## config.mk

```make
export PLATFORM = sky130hd
export DESIGN_NAME = hold_until_ack_monitor
export DESIGN_NICKNAME = d
export VERILOG_FILES = /design/src/rtl/hold_until_ack_monitor.sv
export SDC_FILE = /design/constraint.sdc
export NUM_CORES = 1
export LEC_CHECK = 0
export ABC_AREA = 1
export CELL_PAD_IN_SITES_DETAIL_PLACEMENT = 0
export CELL_PAD_IN_SITES_GLOBAL_PLACEMENT = 1
export CORE_MARGIN = 2
export CORE_UTILIZATION = 39
export CTS_CLUSTER_DIAMETER = 200
export DETAILED_ROUTE_END_ITERATION = 8
export PLACE_DENSITY = 0.81
export SLEW_MARGIN = 5
export SYNTH_ARGS = -nofsm -noshare
export SYNTH_HDL_FRONTEND = slang
export SYNTH_SLANG_ARGS = --single-unit
```

## constraint.sdc

```tcl
create_clock -name clk -period 2.2 [get_ports clk]
set_clock_uncertainty 0.2 [all_clocks]
set_input_delay 0.44 -clock clk [delete_from_list [all_inputs] [get_ports clk]]
set_output_delay 0.44 -clock clk [all_outputs]
set_load 0.03 [all_outputs]
```

## src/rtl/hold_until_ack_monitor.sv

```systemverilog
// rtl/hold_until_ack_monitor.sv - hold-until-ack protocol monitor with pass/fail reporting
//
// Purpose: checks that once `a` rises it stays high until `b` is asserted,
// and that `b` falls on the following cycle. Each transaction ends in a
// one-cycle pass or fail pulse. The failure code and measured hold length
// are reported alongside saturating pass and fail counters.
//
// Ports:
//   clk        sampling clock, posedge
//   rst_n      asynchronous active-low reset
//   clear      synchronous clear of state and counters
//   a          request being held
//   b          acknowledge
//   busy       transaction open (HOLD or ACK)
//   pass_pulse one-cycle pass strobe
//   fail_pulse one-cycle fail strobe
//   fail_code  last failure: 0 none, 1 early drop, 2 ack stuck, 3 timeout
//   hold_len   sampled-high length of the last transaction
//   pass_cnt   saturating pass count
//   fail_cnt   saturating fail count
module hold_until_ack_monitor #(
   parameter int MAX_WAIT = 16,
   parameter int CNT_W    = 8
) (
   input  logic             clk,
   input  logic             rst_n,
   input  logic             clear,
   input  logic             a,
   input  logic             b,
   output logic             busy,
   output logic             pass_pulse,
   output logic             fail_pulse,
   output logic [1:0]       fail_code,
   output logic [CNT_W-1:0] hold_len,
   output logic [CNT_W-1:0] pass_cnt,
   output logic [CNT_W-1:0] fail_cnt
);

   typedef enum logic [1:0] {
      S_IDLE = 2'd0,
      S_HOLD = 2'd1,
      S_ACK  = 2'd2
   } state_t;

   localparam logic [1:0]       CODE_EARLY   = 2'd1;
   localparam logic [1:0]       CODE_STUCK   = 2'd2;
   localparam logic [1:0]       CODE_TIMEOUT = 2'd3;
   localparam logic [CNT_W-1:0] CNT_MAX      = '1;
   // One extra bit so count+1 can be compared against the limit without wrapping.
   localparam logic [CNT_W:0]   WAIT_LIM     = (CNT_W+1)'(MAX_WAIT);

   state_t           r_state;
   logic             r_a_q;
   logic [CNT_W-1:0] r_cnt;
   logic [CNT_W-1:0] r_hold_len;
   logic [CNT_W-1:0] r_pass_cnt;
   logic [CNT_W-1:0] r_fail_cnt;
   logic [1:0]       r_fail_code;
   logic             r_pass_pulse;
   logic             r_fail_pulse;

   state_t           w_state_nxt;
   logic [CNT_W-1:0] w_cnt_nxt;
   logic [CNT_W-1:0] w_len_nxt;
   logic [1:0]       w_code_nxt;
   logic             w_pass_evt;
   logic             w_fail_evt;
   logic             w_rise;
   logic [CNT_W:0]   w_cnt_inc;

   assign w_rise    = a & ~r_a_q;
   assign w_cnt_inc = {1'b0, r_cnt} + (CNT_W+1)'(1);

   always_comb begin
      w_state_nxt = r_state;
      w_cnt_nxt   = r_cnt;
      w_len_nxt   = r_hold_len;
      w_code_nxt  = r_fail_code;
      w_pass_evt  = 1'b0;
      w_fail_evt  = 1'b0;
      case (r_state)
         S_IDLE: begin
            // Acks outside a transaction are ignored; only a fresh rise opens one.
            if (w_rise) begin
               if (b) begin
                  w_state_nxt = S_ACK;
                  w_len_nxt   = CNT_W'(1);
               end else begin
                  w_state_nxt = S_HOLD;
                  w_cnt_nxt   = CNT_W'(1);
               end
            end
         end
         S_HOLD: begin
            if (!a) begin
               w_fail_evt  = 1'b1;
               w_code_nxt  = CODE_EARLY;
               w_len_nxt   = r_cnt;
               w_state_nxt = S_IDLE;
            end else if (b) begin
               w_len_nxt   = w_cnt_inc[CNT_W-1:0];
               w_state_nxt = S_ACK;
            end else if (w_cnt_inc > WAIT_LIM) begin
               w_fail_evt  = 1'b1;
               w_code_nxt  = CODE_TIMEOUT;
               w_len_nxt   = r_cnt;
               w_state_nxt = S_IDLE;
            end else begin
               w_cnt_nxt   = w_cnt_inc[CNT_W-1:0];
            end
         end
         S_ACK: begin
            // hold_len was latched on entry; a is ignored here.
            if (b) begin
               w_fail_evt = 1'b1;
               w_code_nxt = CODE_STUCK;
            end else begin
               w_pass_evt = 1'b1;
            end
            w_state_nxt = S_IDLE;
         end
         default: w_state_nxt = S_IDLE;
      endcase
      if (clear) begin
         w_state_nxt = S_IDLE;
         w_cnt_nxt   = '0;
      end
   end

   always_ff @(posedge clk or negedge rst_n) begin
      if (!rst_n) begin
         r_state <= S_IDLE;
         r_cnt   <= '0;
         r_a_q   <= 1'b0;
      end else begin
         r_state <= w_state_nxt;
         r_cnt   <= w_cnt_nxt;
         r_a_q   <= a;
      end
   end

   always_ff @(posedge clk or negedge rst_n) begin
      if (!rst_n) begin
         r_hold_len   <= '0;
         r_pass_cnt   <= '0;
         r_fail_cnt   <= '0;
         r_fail_code  <= 2'd0;
         r_pass_pulse <= 1'b0;
         r_fail_pulse <= 1'b0;
      end else if (clear) begin
         r_hold_len   <= '0;
         r_pass_cnt   <= '0;
         r_fail_cnt   <= '0;
         r_fail_code  <= 2'd0;
         r_pass_pulse <= 1'b0;
         r_fail_pulse <= 1'b0;
      end else begin
         r_hold_len   <= w_len_nxt;
         r_fail_code  <= w_code_nxt;
         r_pass_pulse <= w_pass_evt;
         r_fail_pulse <= w_fail_evt;
         if (w_pass_evt && (r_pass_cnt != CNT_MAX)) begin
            r_pass_cnt <= r_pass_cnt + CNT_W'(1);
         end
         if (w_fail_evt && (r_fail_cnt != CNT_MAX)) begin
            r_fail_cnt <= r_fail_cnt + CNT_W'(1);
         end
      end
   end

   assign busy       = (r_state != S_IDLE);
   assign pass_pulse = r_pass_pulse;
   assign fail_pulse = r_fail_pulse;
   assign fail_code  = r_fail_code;
   assign hold_len   = r_hold_len;
   assign pass_cnt   = r_pass_cnt;
   assign fail_cnt   = r_fail_cnt;

endmodule
```

==> impl_results.md, run 1 <==
- Post-CTS setup buffers: 0
- Layout cell share with drive strength beyond 1: 0.149
- # DRC: 0
- Initial drt markers: 94
- Synthesized area per cell: 7.58 um^2
- Fmax: 474 MHz
- Hold Path Stages: 2
- Combinational Power Share: 0.305
- Die X-Extent: 81 um
- Startpoint Class: flop
- Initial antenna violation count: 0
- Core area: 5820 um^2
- Synth warn: 0
- Aggregate global-route resource usage: 0.180
- FF-to-FF Start: pass_cnt[1]
- Clock power frac: 0.262
- Number of diodes: 0
- Crit-path max cell delay: 0.40 ns
- Worst Path Required: 1.56 ns
- FF-to-FF setup slack: 0.23 ns
- Site row count: 28
- Part of the power in registers: 0.433
- RSZ-0062 raised after global routing: false
- Seq/Total Area, Yosys: 0.422
- WS Path Type: flop to output port
- Synth-to-Final Area Change: 28.3%
- HPWL Detailed: 4.11 mm
- Slew of the pin with the lowest slew margin: 0.344 ns
- Max FO, Critical Path: 3
- Final nets: 372
- Max-Cap Viols: 0
- Total power: 1.86 mW
- Peak VDD IR: 0.000421 V
- Gate Count Post-Synth: 305
- Metal-1 WL: 2.67 mm
- CTS tree: done
- #FFs+latches synth: 39
- WL final: 5.38 mm
- Sw Share: 0.350
- Sequence of cells on the critical path: inv_1 > ha_1 > inv_1 > dlygate4sd2_1
- Hold Slack: 0.278 ns
- Setup ws final: 0.0916 ns
- CTS Buffer Depth: 2
- RR Endpoint: pass_cnt[4]
- Hold Startpoint: hold_len[7]
- Max-slew violation count: 0
- Final min period: 2.11 ns
- Drt first pass iters: 4
- Asr flop ratio synth: 1.00
- PortBufs: 33
- Worst-Skew Late Latency: 0.29 ns
- GP Congestion: 0.827
- Routed via count: 2080
- Switching power: 0.651 mW
- Vias per inst: 4.76
- Setup TNS: 0 ns
- WL met3: 147 um
- Post-synth EDFFs: 0
- Setup WS pre-CTS: -0.0211 ns
- Hold Path End: hold_len[7]
- CP bufs+invs: 3
- Synth unique cells: 36
- Vias in the first global route: 2006
- Final antenna-violating net count: 0
- Die Area: 6560 um^2
- Highest routed metal layer: met4
- Congestion Overflow GR: 0
- Critical-path top delay cell: dlygate4sd2_1
- Critical path's top delay family: buffers and inverters
- Worst slew margin: 0.771
- Min-Delay Path Class: flop to flop
- H-tree levels: 2
- CTS root buf: clkbuf_8
- Metal2 WL: 2.51 mm
- Dominant synthesized flop cell: dfrtp_1
- Die height: 81 um
- FILL cells: 596
- Syn Std Cell Area: 2310 um^2
- Clock sinks: 39
- Largest net degree at the start of global routing: 18
- Mapped Nets: 316
- Most common cell on crit path: inv_1
- FF-to-FF path depth: 9
- Leakage: 1.40 nW
- Wire length of the first global-routing pass: 9.27 mm
- Power Dens Cells: 626 nW/um^2
- Num CTS Buffers: 5
- Final Util: 0.510
- Setup violators final: 0
- Fin crit share: 0.958
- Initial Util: 0.398
- Status: completed
- CP arrival: 1.47 ns
- WL per Instance: 12.3 um
- I/O pin cnt: 34
- Worst Setup End Kind: output port
- Internal power: 1.21 mW
- Clock transition at path regs: 0.08 ns
- Final Hold Viols: 0
==> flip-flops by register name, summed over array words and instances, names as in the netlist <==
register,cells
fail_pulse,1
hold_len,8
pass_cnt,8
pass_pulse,1
r_a_q,1
r_state,2
fail_cnt,8
fail_code,2
r_cnt,8
==> cells in the mapped netlist (2+ instances only) <==
master / n / area share
xor2_1: 3 / 0.011
clkbuf_1: 2 / 0.0032
nand4_1: 9 / 0.024
xnor2_1: 2 / 0.0076
o21ai_1: 3 / 0.0065
nand2_2: 8 / 0.022
ha_1: 6 / 0.032
nor2_1: 26 / 0.042
o31ai_1: 2 / 0.0065
nand3_2: 2 / 0.0087
inv_1: 34 / 0.055
dfrtp_1: 39 / 0.42
o21ai_0: 20 / 0.043
nand3_1: 21 / 0.045
nand2_1: 81 / 0.13
nor3_1: 6 / 0.013
clkinv_1: 2 / 0.0032
nor2_2: 4 / 0.011
a21oi_1: 17 / 0.037
nand3_4: 2 / 0.015
==> power groups by stage <==
| stage | clock network, mW | registers (mW) | logic, mW |
|---|---|---|---|
| floorplan | 0 | 0.897 | 0.253 |
| global placement | 0 | 0.818 | 0.566 |
| detailed placement | 0 | 0.819 | 0.571 |
| CTS | 0.499 | 0.805 | 0.571 |
| global route | 0.537 | 0.812 | 0.632 |
| finish | 0.486 | 0.805 | 0.567 |
==> stage by stage <==
stage | instance area, um^2 | cells
finish | 2970 | 437
global placement | 2860 | 428
detailed placement | 2860 | 428
CTS | 2950 | 437
global route | 2970 | 437
floorplan | 2310 | 305
==> layout by cell type (no fill, tap or decap), types with 3 or more instances in the layout <==
master,count
clkdlybuf4s50_1,31
a21oi_1,17
nand2_1,80
inv_1,34
ha_1,6
dfrtp_1,39
nand4_1,9
nand2_2,9
o21ai_0,20
buf_4,20
clkbuf_8,5
nor2_2,6
nor2_1,24
nor3_1,6
o21ai_1,3
nand3_1,21
==> cells by family after synthesis <==
kind of cell | after synthesis | share of synthesized area
AND/OR/NAND/NOR | 166 | 0.345
AO/OA/AOI/OAI | 47 | 0.111
XOR/XNOR | 5 | 0.0189
buffers and inverters | 42 | 0.0703
flip-flops | 39 | 0.422
adder cells (fa/ha/maj) | 6 | 0.0325
==> worst max path at each step <==
stage                           start     endpoint  slack (ns)  depth (start not counted)
after floorplan           pass_cnt[0]  pass_cnt[7]        0.19                         11
after global routing      pass_cnt[1]  pass_cnt[7]        0.02                         11
after global placement              a  fail_cnt[5]        0.02                         10
final                      r_state[0]         busy        0.09                          4
after CTS                  r_state[0]         busy        0.07                          4
after detailed placement            a     r_cnt[2]       -0.02                          7
==> tightest hold or removal path: cells and delay by family (launching register included) <==
kind,cells,cell delay [ns]
DFF,1,0.35
and+or+nand+nor,2,0.10
==> routing by layer <==
metal,global-route usage,vias up
met1,0.244,944
met5,0,-
met2,0.296,31
met4,0.0407,0
met3,0.0400,5
li1,-,1100
==> layout make-up <==
type,instances,area (um^2),area share
clock buffer,6,72.6,0.0245
clock inverter,2,12.5,0.00422
inverter,37,139,0.0468
multi-input combinational,224,1190,0.401
sequential,39,976,0.329
tap,75,93.8,0.0316
timing repair buffer,54,484,0.163
==> repair_timing <==
action / in CTS / in global routing
endpoints found under the setup margin: 1 / 7
gates resized for setup: 1 / 4
endpoints found under the hold margin: 11 / 0
hold buffers: 1 / 0
Power figures use the tool's default switching activity.
==> run 2: changes to the inputs <==
--- a/config.mk
+++ b/config.mk
@@ -17,3 +17,4 @@
 export SYNTH_ARGS = -nofsm -noshare
 export SYNTH_HDL_FRONTEND = slang
 export SYNTH_SLANG_ARGS = --single-unit
+export TNS_END_PERCENT = 5
==> results of run 2 <==
No change in the layout: final DEF, timing and power equal those of run 1.
==> run 3: changes to the inputs <==
--- a/config.mk
+++ b/config.mk
@@ -9,10 +9,11 @@
 export CELL_PAD_IN_SITES_DETAIL_PLACEMENT = 0
 export CELL_PAD_IN_SITES_GLOBAL_PLACEMENT = 1
 export CORE_MARGIN = 2
-export CORE_UTILIZATION = 39
+export CORE_UTILIZATION = 41
+export CTS_BUF_LIST = sky130_fd_sc_hd__clkbuf_8
 export CTS_CLUSTER_DIAMETER = 200
 export DETAILED_ROUTE_END_ITERATION = 8
-export PLACE_DENSITY = 0.81
+export PLACE_DENSITY = 0.84
 export SLEW_MARGIN = 5
 export SYNTH_ARGS = -nofsm -noshare
 export SYNTH_HDL_FRONTEND = slang
==> run 3 against run 2 <==
Via count rose by 2.6%. First-iteration DRC count fell by 9.6%. Final cell count fell by 0.46%. Sequential share of layout area barely moved. Largest cell class unchanged. Register-to-register slack got worse by 0.05 ns. Power rose by 0.47%. Critical path type unchanged. Global-route usage rose by 1.4 points. Critical path depth did not move. Die area fell by 4.6%.
==> impl_results.md, run 3 (synthesis results as in run 1) <==
- Worst-Skew Late Latency: 0.30 ns
- Fmax: 478 MHz
- Max-Cap Viols: 0
- Max FO, Critical Path: 3
- Switching power: 0.659 mW
- Part of the power in registers: 0.432
- WL final: 5.42 mm
- Final Hold Viols: 0
- Max-slew violation count: 0
- Finished Cell Area: 2970 um^2
- Startpoint Class: flop
- Initial Util: 0.422
- Clock transition at path regs: 0.08 ns
- Worst Setup End Kind: output port
- CP arrival: 1.45 ns
- PortBufs: 33
- Slew of the pin with the lowest slew margin: 0.313 ns
- FILL cells: 558
- Vias in the first global route: 2181
- Die Area: 6260 um^2
- Most frequent cells in the layout: nand2_1, dfrtp_1, inv_1, clkdlybuf4s50_1, nor2_1
- Die X-Extent: 79.1 um
- Sw Share: 0.353
- Aggregate global-route resource usage: 0.195
- Site row count: 27
- Clock power frac: 0.265
- Placed standard-cell area: 2850 um^2
- Synth-to-Final Area Change: 28.4%
- Status: completed
- FF-to-FF path depth: 12
- Vias per inst: 4.91
- CTS tree: done
- HPWL Detailed: 4.09 mm
- Most common cell after layout, fill and taps aside: nand2_1
- Die height: 79.1 um
- Hold Slack: 0.275 ns
- Leakage: 1.40 nW
- Setup violators final: 0
- RSZ-0062 raised after global routing: false
- Clock sinks: 39
- CTS Buffer Depth: 2
- GP Congestion: 0.828
- Hold Path Stages: 2
- Initial drt markers: 85
- Power Dens Cells: 629 nW/um^2
- Layout cell share with drive strength beyond 1: 0.149
- Internal power: 1.21 mW
- Num CTS Buffers: 5
- Initial antenna violation count: 0
- Wire length of the first global-routing pass: 9.73 mm
- FF-to-FF setup slack: 0.18 ns
- Routed via count: 2134
- Largest net degree at the start of global routing: 18
- Worst slew margin: 0.791
- Peak VDD IR: 0.000384 V
- Congestion Overflow GR: 0
- Min-Delay Path Class: flop to flop
- Final antenna-violating net count: 0
- Number of diodes: 0
- CTS root buf: clkbuf_8
- Worst Path Required: 1.56 ns
- Final nets: 373
- Final min period: 2.09 ns
- Drt first pass iters: 4
- Fin crit share: 0.952
- I/O pin cnt: 34
- WL per Instance: 12.5 um
- Total power: 1.87 mW
- H-tree levels: 2
- Core area: 5470 um^2
- Combinational Power Share: 0.303
- # DRC: 0
- WS Path Type: flop to output port
-- run 3: repair_timing --
| item | 4_1_cts | 5_1_grt |
|---|---|---|
| hold endpoints to repair | 11 | 0 |
| setup endpoints to repair | 1 | 9 |
| buffers inserted | 0 | 1 |
| hold buffers | 1 | 0 |
| gates resized for setup | 1 | 2 |
-- run 3: layer usage --
layer  GRT usage  up-vias  wire length (um)
li1            -     1103                 -
met1       0.242      983              2510
met2       0.339       38              2630
met3      0.0364       10               178
met4      0.0672        0               104
met5           0        -                 0
-- run 3: worst max-delay path, cell delays in order, from the launching register on --
cell           delay [ns]
dfrtp_1              0.38
inv_1                0.07
ha_1                 0.21
inv_1                0.09
dlygate4sd2_1        0.40
-- run 3: final timing paths --
path | end | start
max in group asynchronous | fail_cnt[5] | rst_n
worst max-delay path | busy | r_state[0]
worst min register to register | hold_len[3] | hold_len[3]
worst max register to register | fail_cnt[4] | r_cnt[1]
min in group asynchronous | r_cnt[4] | rst_n
worst min-delay path | hold_len[3] | hold_len[3]
-- run 3: through the flow --
stage               setup TNS [ns]  worst slack (ns)  std cells  utilization
floorplan                        0             0.191        305            -
global placement            -0.129           -0.0463        425        0.521
detailed placement          -0.176           -0.0568        425        0.521
CTS                              0            0.0815        434        0.539
global route                     0          0.000246        435        0.543
finish                           0             0.106        435        0.543
-- run 3: area by class of cell --
cell class | count | area [um^2] | share of cell area
multi-input combinational | 224 | 1180 | 0.399
sequential | 39 | 976 | 0.329
timing repair buffer | 55 | 492 | 0.166
inverter | 37 | 139 | 0.0468
tap | 72 | 90.1 | 0.0303
clock buffer | 5 | 68.8 | 0.0232
clock inverter | 3 | 20.0 | 0.00674
-- run 3: power by group through the flow --
stage          Sequential (mW)  Clock [mW]  Combinational [mW]
6_report                 0.806       0.495               0.566
4_1_cts                  0.807       0.512               0.567
5_1_grt                  0.815       0.539               0.628
3_3_place_gp             0.819           0               0.564
3_5_place_dp             0.820           0               0.568
2_1_floorplan            0.897           0               0.253
